===== src/rtl/dpram_pkg.sv =====
// Shared types and default sizes for the dual-port SRAM access controller.
package dpram_pkg;

  localparam int ADDR_W_DEF = 8;
  localparam int DATA_W_DEF = 16;
  localparam int DEPTH_DEF  = 64;
  localparam int CNT_W_DEF  = 16;

  typedef enum logic {
    PORT_A = 1'b0,
    PORT_B = 1'b1
  } port_e;

  typedef struct packed {
    logic                  we;
    logic [ADDR_W_DEF-1:0] addr;
    logic [DATA_W_DEF-1:0] wdata;
  } req_t;

  typedef struct packed {
    logic                  err;
    logic [DATA_W_DEF-1:0] rdata;
  } rsp_t;

  function automatic port_e other_port(input port_e p);
    return (p == PORT_A) ? PORT_B : PORT_A;
  endfunction

endpackage


===== src/rtl/dpram_access_ctrl_if.sv =====
// Client-side request/response bundle; master = client, slave = access controller.
interface dpram_access_ctrl_if
  import dpram_pkg::*;
#(
  parameter int ADDR_W = ADDR_W_DEF,
  parameter int DATA_W = DATA_W_DEF
);

  logic              req_valid;
  logic              req_ready;
  logic              req_we;
  logic [ADDR_W-1:0] req_addr;
  logic [DATA_W-1:0] req_wdata;
  logic              rsp_valid;
  logic [DATA_W-1:0] rsp_rdata;
  logic              rsp_err;

  modport master (
    output req_valid, req_we, req_addr, req_wdata,
    input  req_ready, rsp_valid, rsp_rdata, rsp_err
  );

  modport slave (
    input  req_valid, req_we, req_addr, req_wdata,
    output req_ready, rsp_valid, rsp_rdata, rsp_err
  );

endinterface


===== src/rtl/dpram_port_if.sv =====
// One SRAM port: range check, SRAM drive, single-stage read tracking and response.
module dpram_port_if
  import dpram_pkg::*;
#(
  parameter int ADDR_W = ADDR_W_DEF,
  parameter int DATA_W = DATA_W_DEF,
  parameter int DEPTH  = DEPTH_DEF
) (
  input  logic              clk,
  input  logic              rst,
  input  logic              accept,
  input  logic              we,
  input  logic [ADDR_W-1:0] addr,
  input  logic [DATA_W-1:0] wdata,
  output logic              in_range,
  output logic              ram_we,
  output logic [ADDR_W-1:0] ram_addr,
  output logic [DATA_W-1:0] ram_wdata,
  input  logic [DATA_W-1:0] ram_rdata,
  output logic              rsp_valid,
  output logic [DATA_W-1:0] rsp_rdata,
  output logic              rsp_err
);

  localparam logic [ADDR_W:0] DEPTH_LIM = (ADDR_W+1)'(DEPTH);

  logic [ADDR_W-1:0] addr_hold_reg;
  logic [DATA_W-1:0] wdata_hold_reg;
  logic              pend_reg;
  logic              err_reg;

  assign in_range = ({1'b0, addr} < DEPTH_LIM);

  // SRAM bus follows the accepted request, otherwise parks on the last one.
  assign ram_we    = accept & we & in_range;
  assign ram_addr  = accept ? addr  : addr_hold_reg;
  assign ram_wdata = accept ? wdata : wdata_hold_reg;

  always_ff @(posedge clk or posedge rst) begin
    if (rst) begin
      addr_hold_reg  <= '0;
      wdata_hold_reg <= '0;
      pend_reg       <= 1'b0;
      err_reg        <= 1'b0;
    end else begin
      if (accept) begin
        addr_hold_reg  <= addr;
        wdata_hold_reg <= wdata;
      end
      pend_reg <= accept & ~we;
      err_reg  <= accept & ~we & ~in_range;
    end
  end

  // Out-of-range reads return zero data rather than whatever the macro produced.
  assign rsp_valid = pend_reg;
  assign rsp_err   = pend_reg & err_reg;
  assign rsp_rdata = (pend_reg & ~err_reg) ? ram_rdata : '0;

endmodule


===== src/rtl/dpram_access_ctrl.sv =====
// Two-client front end for a dual-port SRAM with round-robin resolution of same-address conflicts.
module dpram_access_ctrl
  import dpram_pkg::*;
#(
  parameter int ADDR_W = ADDR_W_DEF,
  parameter int DATA_W = DATA_W_DEF,
  parameter int DEPTH  = DEPTH_DEF,
  parameter int CNT_W  = CNT_W_DEF
) (
  input  logic                 clk,
  input  logic                 rst,
  dpram_access_ctrl_if.slave   a,
  dpram_access_ctrl_if.slave   b,
  output logic                 ram_we_a,
  output logic [ADDR_W-1:0]    ram_addr_a,
  output logic [DATA_W-1:0]    ram_wdata_a,
  input  logic [DATA_W-1:0]    ram_rdata_a,
  output logic                 ram_we_b,
  output logic [ADDR_W-1:0]    ram_addr_b,
  output logic [DATA_W-1:0]    ram_wdata_b,
  input  logic [DATA_W-1:0]    ram_rdata_b,
  output logic [CNT_W-1:0]     coll_cnt
);

  logic [1:0]        valid;
  logic [1:0]        we;
  logic [1:0]        ready;
  logic [1:0]        accept;
  logic [1:0]        lose;
  logic [1:0]        in_range;
  logic [1:0]        ram_we;
  logic [1:0]        rsp_valid;
  logic [1:0]        rsp_err;
  logic [ADDR_W-1:0] addr      [2];
  logic [DATA_W-1:0] wdata     [2];
  logic [ADDR_W-1:0] ram_addr  [2];
  logic [DATA_W-1:0] ram_wdata [2];
  logic [DATA_W-1:0] ram_rdata [2];
  logic [DATA_W-1:0] rsp_rdata [2];

  logic              collision;
  port_e             rr_prio_reg;
  port_e             rr_prio_next;
  logic [CNT_W-1:0]  coll_cnt_reg;
  logic [CNT_W-1:0]  coll_cnt_next;

  assign valid[0]     = a.req_valid;
  assign valid[1]     = b.req_valid;
  assign we[0]        = a.req_we;
  assign we[1]        = b.req_we;
  assign addr[0]      = a.req_addr;
  assign addr[1]      = b.req_addr;
  assign wdata[0]     = a.req_wdata;
  assign wdata[1]     = b.req_wdata;
  assign ram_rdata[0] = ram_rdata_a;
  assign ram_rdata[1] = ram_rdata_b;

  // Two reads of one word share it fine; only a write makes the pair conflict.
  assign collision = &valid & (addr[0] == addr[1]) & (|we) & (&in_range);

  assign lose[0] = collision & (rr_prio_reg == PORT_B);
  assign lose[1] = collision & (rr_prio_reg == PORT_A);
  assign ready   = valid & ~lose & {2{~rst}};
  assign accept  = valid & ready;

  genvar gi;
  generate
    for (gi = 0; gi < 2; gi++) begin : g_port
      dpram_port_if #(
        .ADDR_W (ADDR_W),
        .DATA_W (DATA_W),
        .DEPTH  (DEPTH)
      ) u_port (
        .clk       (clk),
        .rst       (rst),
        .accept    (accept[gi]),
        .we        (we[gi]),
        .addr      (addr[gi]),
        .wdata     (wdata[gi]),
        .in_range  (in_range[gi]),
        .ram_we    (ram_we[gi]),
        .ram_addr  (ram_addr[gi]),
        .ram_wdata (ram_wdata[gi]),
        .ram_rdata (ram_rdata[gi]),
        .rsp_valid (rsp_valid[gi]),
        .rsp_rdata (rsp_rdata[gi]),
        .rsp_err   (rsp_err[gi])
      );
    end
  endgenerate

  always_comb begin
    rr_prio_next  = rr_prio_reg;
    coll_cnt_next = coll_cnt_reg;
    if (collision) begin
      rr_prio_next = other_port(rr_prio_reg);
      if (coll_cnt_reg != {CNT_W{1'b1}}) begin
        coll_cnt_next = coll_cnt_reg + 1'b1;
      end
    end
  end

  always_ff @(posedge clk or posedge rst) begin
    if (rst) begin
      rr_prio_reg  <= PORT_A;
      coll_cnt_reg <= '0;
    end else begin
      rr_prio_reg  <= rr_prio_next;
      coll_cnt_reg <= coll_cnt_next;
    end
  end

  assign a.req_ready = ready[0];
  assign b.req_ready = ready[1];
  assign a.rsp_valid = rsp_valid[0];
  assign b.rsp_valid = rsp_valid[1];
  assign a.rsp_rdata = rsp_rdata[0];
  assign b.rsp_rdata = rsp_rdata[1];
  assign a.rsp_err   = rsp_err[0];
  assign b.rsp_err   = rsp_err[1];

  assign ram_we_a    = ram_we[0];
  assign ram_addr_a  = ram_addr[0];
  assign ram_wdata_a = ram_wdata[0];
  assign ram_we_b    = ram_we[1];
  assign ram_addr_b  = ram_addr[1];
  assign ram_wdata_b = ram_wdata[1];
  assign coll_cnt    = coll_cnt_reg;

endmodule


===== src/flat_wrapper.sv =====
// flat-port wrapper written by rule: the top's interface ports become plain ports
module dpram_access_ctrl_flat import dpram_pkg::*;
#(
  parameter int ADDR_W = ADDR_W_DEF,
  parameter int DATA_W = DATA_W_DEF,
  parameter int DEPTH  = DEPTH_DEF,
  parameter int CNT_W  = CNT_W_DEF
)
  (clk, rst, ram_we_a, ram_addr_a, ram_wdata_a, ram_rdata_a, ram_we_b, ram_addr_b, ram_wdata_b, ram_rdata_b, coll_cnt, a_req_valid, a_req_we, a_req_addr, a_req_wdata, a_req_ready, a_rsp_valid, a_rsp_rdata, a_rsp_err, b_req_valid, b_req_we, b_req_addr, b_req_wdata, b_req_ready, b_rsp_valid, b_rsp_rdata, b_rsp_err);
  dpram_access_ctrl_if #(.ADDR_W(ADDR_W), .DATA_W(DATA_W)) a_i ();
  dpram_access_ctrl_if #(.ADDR_W(ADDR_W), .DATA_W(DATA_W)) b_i ();
  input  logic clk;
  input  logic rst;
  output logic ram_we_a;
  output logic [ADDR_W-1:0] ram_addr_a;
  output logic [DATA_W-1:0] ram_wdata_a;
  input  logic [DATA_W-1:0] ram_rdata_a;
  output logic ram_we_b;
  output logic [ADDR_W-1:0] ram_addr_b;
  output logic [DATA_W-1:0] ram_wdata_b;
  input  logic [DATA_W-1:0] ram_rdata_b;
  output logic [CNT_W-1:0] coll_cnt;
  input wire logic [$bits(a_i.req_valid)-1:0] a_req_valid;
  input wire logic [$bits(a_i.req_we)-1:0] a_req_we;
  input wire logic [$bits(a_i.req_addr)-1:0] a_req_addr;
  input wire logic [$bits(a_i.req_wdata)-1:0] a_req_wdata;
  output wire logic [$bits(a_i.req_ready)-1:0] a_req_ready;
  output wire logic [$bits(a_i.rsp_valid)-1:0] a_rsp_valid;
  output wire logic [$bits(a_i.rsp_rdata)-1:0] a_rsp_rdata;
  output wire logic [$bits(a_i.rsp_err)-1:0] a_rsp_err;
  input wire logic [$bits(b_i.req_valid)-1:0] b_req_valid;
  input wire logic [$bits(b_i.req_we)-1:0] b_req_we;
  input wire logic [$bits(b_i.req_addr)-1:0] b_req_addr;
  input wire logic [$bits(b_i.req_wdata)-1:0] b_req_wdata;
  output wire logic [$bits(b_i.req_ready)-1:0] b_req_ready;
  output wire logic [$bits(b_i.rsp_valid)-1:0] b_rsp_valid;
  output wire logic [$bits(b_i.rsp_rdata)-1:0] b_rsp_rdata;
  output wire logic [$bits(b_i.rsp_err)-1:0] b_rsp_err;
  assign a_i.req_valid = a_req_valid;
  assign a_i.req_we = a_req_we;
  assign a_i.req_addr = a_req_addr;
  assign a_i.req_wdata = a_req_wdata;
  assign a_req_ready = a_i.req_ready;
  assign a_rsp_valid = a_i.rsp_valid;
  assign a_rsp_rdata = a_i.rsp_rdata;
  assign a_rsp_err = a_i.rsp_err;
  assign b_i.req_valid = b_req_valid;
  assign b_i.req_we = b_req_we;
  assign b_i.req_addr = b_req_addr;
  assign b_i.req_wdata = b_req_wdata;
  assign b_req_ready = b_i.req_ready;
  assign b_rsp_valid = b_i.rsp_valid;
  assign b_rsp_rdata = b_i.rsp_rdata;
  assign b_rsp_err = b_i.rsp_err;
  dpram_access_ctrl #(.ADDR_W(ADDR_W), .DATA_W(DATA_W), .DEPTH(DEPTH), .CNT_W(CNT_W)) u_core (.clk(clk), .rst(rst), .a(a_i), .b(b_i), .ram_we_a(ram_we_a), .ram_addr_a(ram_addr_a), .ram_wdata_a(ram_wdata_a), .ram_rdata_a(ram_rdata_a), .ram_we_b(ram_we_b), .ram_addr_b(ram_addr_b), .ram_wdata_b(ram_wdata_b), .ram_rdata_b(ram_rdata_b), .coll_cnt(coll_cnt));
endmodule

===== config.mk =====
export PLATFORM = sky130hd
export DESIGN_NAME = dpram_access_ctrl_flat
export DESIGN_NICKNAME = d
export VERILOG_FILES = /design/src/rtl/dpram_pkg.sv /design/src/rtl/dpram_access_ctrl_if.sv /design/src/rtl/dpram_port_if.sv /design/src/rtl/dpram_access_ctrl.sv /design/src/flat_wrapper.sv
export SDC_FILE = /design/constraint.sdc
export NUM_CORES = 1
export LEC_CHECK = 0
export ABC_AREA = 0
export CORE_ASPECT_RATIO = 0.6
export CORE_MARGIN = 4
export CORE_UTILIZATION = 41
export DETAILED_ROUTE_END_ITERATION = 8
export HOLD_SLACK_MARGIN = 0.05
export PLACE_DENSITY = 0.86
export SKIP_LAST_GASP = 1
export SYNTH_ARGS = -nofsm -noshare
export SYNTH_HDL_FRONTEND = slang
export SYNTH_SLANG_ARGS = --single-unit

===== constraint.sdc =====
create_clock -name clk -period 11.05 [get_ports clk]
set_input_delay 2.21 -clock clk [delete_from_list [all_inputs] [get_ports clk]]
set_output_delay 2.21 -clock clk [all_outputs]
set_load 0.1 [all_outputs]

==> flow_summary.json <==
{
  "cts.path.max_buffers": 2,
  "n_antenna_cell": 0,
  "track_usage": 0.206,
  "ant_nets": 0,
  "synth_cells": 247,
  "regArea_sq_um": 1730,
  "cts_made_buffers": 9,
  "synth_seq_cells": 69,
  "multi_input_area_sq_um": 1420,
  "dp_hpwl_um": 7460,
  "core_area_sq_um": 7450,
  "pin_count": 190,
  "cp-start-kind": "input port",
  "cts_hold_buf": 0,
  "via_count": 2640,
  "min_path_type": "reg -> reg",
  "drt_first_pass_iters": 4,
  "post-route-drc-count": 0,
  "clk_latency_ns": 0.33,
  "slew_viol_final": 0,
  "fin_crit_sh": 0.738,
  "setup_ws_ns": 2.90,
  "place_ws_ns": 2.91,
  "hold_ws_ns": 0.486,
  "clock.fmax_mhz": 123,
  "gp_congestion": 0.829,
  "die-area_sq_um": 9390,
  "crit_type": "in -> out",
  "finalPower_uw": 992,
  "final_common_cell": "clkdlybuf4s50_1",
  "worst_pin_slew_ns": 1.10,
  "io_buffers": 189,
  "drt-initial-drc-count": 90,
  "peakVddDrop_mv": 0.169,
  "p_leak_nw": 2.38,
  "fin_util": 0.742,
  "end_kind": "output pin",
  "min_period_ns": 8.15,
  "htree_levels": 3,
  "syn_nets": 334,
  "rsz0062_at_grt": "no",
  "final_cell_mix": "189 x clkdlybuf4s50_1, 69 x dfrtp_1, 34 x and2_1",
  "clock-sinks": 69,
  "grt_max_degree": 38,
  "largest_reg_flops": 32,
  "cts_resized": 0,
  "drt-total-wl_um": 9430,
  "postCtsSetupRepairBufs": 0,
  "cp.arrival_ns": 5.94,
  "syn_area_sq_um": 3220,
  "ys_types": 32,
  "clk_pin_slew_worst_paths_ns": 0.05,
  "skew_ns": 0.00499,
  "worst-endpoint-required_ns": 8.84,
  "slew_headroom": 0.262,
  "final_nets": 528,
  "critPathMaxFanout": 28,
  "setup_tns_ns": 0,
  "grt_pass1_vias": 2877,
  "status": "complete, no violations",
  "synth_warnings": 0,
  "area_growth_pct": 71.5,
  "cts_tree": "yes",
  "power_density_nw_per_um2": 180,
  "drive_gt1_frac": 0.155,
  "finalSetupViolCount": 0,
  "std_cell_rows": 24,
  "fill_cells": 537,
  "grt_pass1_wl_um": 14900,
  "grt_overflow_total": 0,
  "clockRootBuffer": "clkbuf_16",
  "dieHeight_um": 76.7,
  "viasPerCell": 4.80,
  "avgRoutedWirePerCell_um": 17.1,
  "syn-mean-instance-area_sq_um": 13.0,
  "cap_violations": 0,
  "ys_seq_area_frac": 0.536,
  "start_util": 0.433,
  "die_w_um": 122,
  "hold_viol_final": 0,
  "antenna_found_initial": 0
}
critical path, cell delays in order:
cell             delay (ns)
clkdlybuf4s50_1        0.44
xor2_1                 0.21
nor4_2                 0.36
nand4_2                0.28
o211ai_4               0.94
mux2_4                 0.32
clkdlybuf4s50_1        1.15
synthesized netlist by cell type:
cell,number,area [sq um]
mux2_1,2,22.5
and4_1,2,17.5
mux2_2,32,360
buf_8,1,15.0
o31ai_1,2,15.0
nand2_1,7,26.3
nor2b_1,3,18.8
nor3_1,5,25.0
inv_1,2,7.51
nand4_1,3,18.8
nor2_1,8,30.0
buf_12,1,20.0
nor4_2,1,12.5
ha_1,1,12.5
nand2b_1,1,6.26
mux2_4,16,240
dfrtp_1,69,1730
o211ai_1,1,7.51
nor3b_1,1,7.51
and2_1,34,213
o211ai_4,1,21.3
nor4_1,4,25.0
a21oi_4,1,16.3
xnor2_1,6,52.6
nand4_2,1,12.5
and3_1,9,56.3
xor2_1,16,140
nand3_1,10,50.1
o211a_1,1,10.0
clkbuf_1,2,7.51
and2_0,1,6.26
buf_4,3,22.5
final timing paths:
path,startpoint,end,slack (ns),cells past startpoint
setup / recovery,b_req_addr[3],ram_wdata_b[6],2.90,7
hold / removal,u_core.g_port[0].u_port.wdata_hold_reg[13],u_core.g_port[0].u_port.wdata_hold_reg[13],0.49,1
setup reg to reg,u_core.rr_prio_reg,u_core.g_port[1].u_port.addr_hold_reg[4],9.12,2
hold reg to reg,u_core.g_port[0].u_port.wdata_hold_reg[13],u_core.g_port[0].u_port.wdata_hold_reg[13],0.49,1
max in group asynchronous,rst,u_core.g_port[0].u_port.addr_hold_reg[3],7.77,3
min in group asynchronous,rst,u_core.coll_cnt[9],2.32,2
per-layer routing:
metal	wire length, um	track usage	up-vias
met5	0	0	-
met4	44	0.0514	0
met3	1120	0.102	6
met2	4730	0.359	117
met1	3540	0.222	1278
li1	-	-	1239
area by class of cell:
type,instances,area share
repair buffers,190,0.344
well taps,104,0.0235
multi-input cells,169,0.258
clock buffers,10,0.0414
inverters,2,0.00136
flip-flops and latches,69,0.312
clock inverters,6,0.0201
per-stage QoR:
| stage | area [sq um] | std cells |
|---|---|---|
| 4_1_cts | 5530 | 550 |
| 6_report | 5530 | 550 |
| 3_5_place_dp | 5190 | 534 |
| 2_1_floorplan | 3220 | 247 |
| 3_3_place_gp | 5190 | 534 |
| 5_1_grt | 5530 | 550 |
power by group:
group          total, mW  switching (mW)  internal [mW]
logic              0.381           0.275          0.106
clock network      0.325           0.105          0.220
registers          0.287         0.00745          0.279
total              0.992           0.387          0.605
kinds of logic after synthesis:
| family | synth area share |
|---|---|
| flip-flops | 0.536 |
| AO/OA/AOI/OAI | 0.0217 |
| XOR/XNOR | 0.0598 |
| multiplexers | 0.193 |
| AND/OR/NAND/NOR | 0.163 |
| adder cells (fa/ha/maj) | 0.00388 |
| buffers and inverters | 0.0225 |
Power figures use the tool's default switching activity.
==> RTL change: new RTL, config.mk and constraints unchanged <==
The package constant `CNT_W_DEF` goes from 16 to 18.
--- a/src/rtl/dpram_pkg.sv
+++ b/src/rtl/dpram_pkg.sv
@@ -4,7 +4,7 @@
   localparam int ADDR_W_DEF = 8;
   localparam int DATA_W_DEF = 16;
   localparam int DEPTH_DEF  = 64;
-  localparam int CNT_W_DEF  = 16;
+  localparam int CNT_W_DEF  = 18;
 
   typedef enum logic {
     PORT_A = 1'b0,
Interface: changed (resized coll_cnt); port bits go from 190 to 192. No check against the original RTL was run, so the function may have changed too.
==> RTL change against the unedited design <==
Area after synthesis fell by 0.47%. Wire length rose by 0.87%. Worst setup slack barely moved. Core utilization rose by 0.49 points. Power fell by 2.9%. Cell area rose by 0.25%. Critical path depth did not move. Sequential cell count rose by 2. Critical endpoint is now ram_addr_a[3]. Largest cell class unchanged.
==> RTL change: results (changes against the unedited design) <==
| Metric | Value |
|---|---|
| GRT Overall Usage | `20.9% (+0.37 points)` |
| Starting DRT DRC Count | `74 (-18%)` |
| Post-synth top cells | `71 x dfrtp_1, 50 x mux2_2, 35 x and2_1` |
| Clock share of power | `30.5% (-2.3 points)` |
| Worst Tran Pin Value | `1020 ps (-82.3 ps)` |
| Seq. pwr | `0.293 mW (+2%)` |
| Top_reg_cell synth | `dfrtp_1` |
| Multiplexer area fraction after synthesis | `17.6% (-1.8 points)` |
| Status | `complete, no violations` |
| Max VDD drop | `0.157 mV (-7.2%)` |
| Placement-stage cell area | `5240 um2 (+1.0%)` |
| IO buf count | `191 (+1.1%)` |
| Post-synthesis compound-gate area fraction | `1.01% (-1.2 points)` |
| Synthesized net count | `341 (+2.1%)` |
| DR vias/cell | `4.77 (-0.61%)` |
| Place WS | `2890 ps (-21.4 ps)` |
| Vias in the first global route | `2843 (-1.2%)` |
| Placed Cells incl. Taps | `544 (+1.9%)` |
| Main area contributors after synthesis | `dfrtp_1 55%, mux2_2 18%, and2_1 6.8%` |
| Fillers | `530 (-1.3%)` |
| Layout cells sized above 1 | `15.2% (-0.27 points)` |
| Placer congestion estimate | `0.745 (-10%)` |
| DP HPWL | `7.55 mm (+1.2%)` |
| Sw frac | `39.5% (+0.50 points)` |
| First-pass GRT wire length | `15.3 mm (+2.3%)` |
| Yosys cell types | `22 (-31%)` |
| Synthesized instance count | `254 (+2.8%)` |
| Adder-Cell Fraction of Synth Area | `0.390% (+0.0018 points)` |
| Nets | `538 (+1.9%)` |
[RTL change: worst reg2reg max path: cells and delay by family (launching register included)]
family	cells	cell delay [ps]
simple gates	4	830
mux	1	350
fa+ha+maj	1	200
flops	1	390
[RTL change: routing by layer]
| layer | track usage [%] | vias to the layer above | share of wire [%] |
|---|---|---|---|
| met5 | 0 | - | 0 |
| met4 | 6.03 | 0 | 1.5 |
| met3 | 12.9 | 11 | 15 |
| met2 | 33.0 | 128 | 46 |
| met1 | 23.7 | 1245 | 38 |
| li1 | - | 1278 | - |
[RTL change: layout make-up]
| class | instances | area, um2 | share of cell area, % |
|---|---|---|---|
| sequential | 71 | 1780 | 32.1 |
| inverter | 2 | 7.51 | 0.135 |
| multi-input combinational | 174 | 1400 | 25.2 |
| clock buffer | 10 | 229 | 4.13 |
| tap | 104 | 130 | 2.35 |
| timing repair buffer | 193 | 1930 | 34.8 |
| clock inverter | 4 | 72.6 | 1.31 |
[RTL change: path summary, 6_finish.rpt]
| path | start | cells past startpoint | to | slack (ps) |
|---|---|---|---|---|
| min in group asynchronous | rst | 3 | u_core.g_port[1].u_port.addr_hold_reg[5] | 2530 |
| worst min register to register | u_core.g_port[0].u_port.wdata_hold_reg[12] | 1 | u_core.g_port[0].u_port.wdata_hold_reg[12] | 490 |
| max in group asynchronous | rst | 3 | u_core.g_port[1].u_port.wdata_hold_reg[9] | 7960 |
| worst max-delay path | a_req_addr[6] | 7 | ram_addr_a[3] | 2900 |
| worst min-delay path | u_core.g_port[0].u_port.wdata_hold_reg[12] | 1 | u_core.g_port[0].u_port.wdata_hold_reg[12] | 490 |
| worst max register to register | u_core.coll_cnt[0] | 6 | u_core.coll_cnt[1] | 9160 |
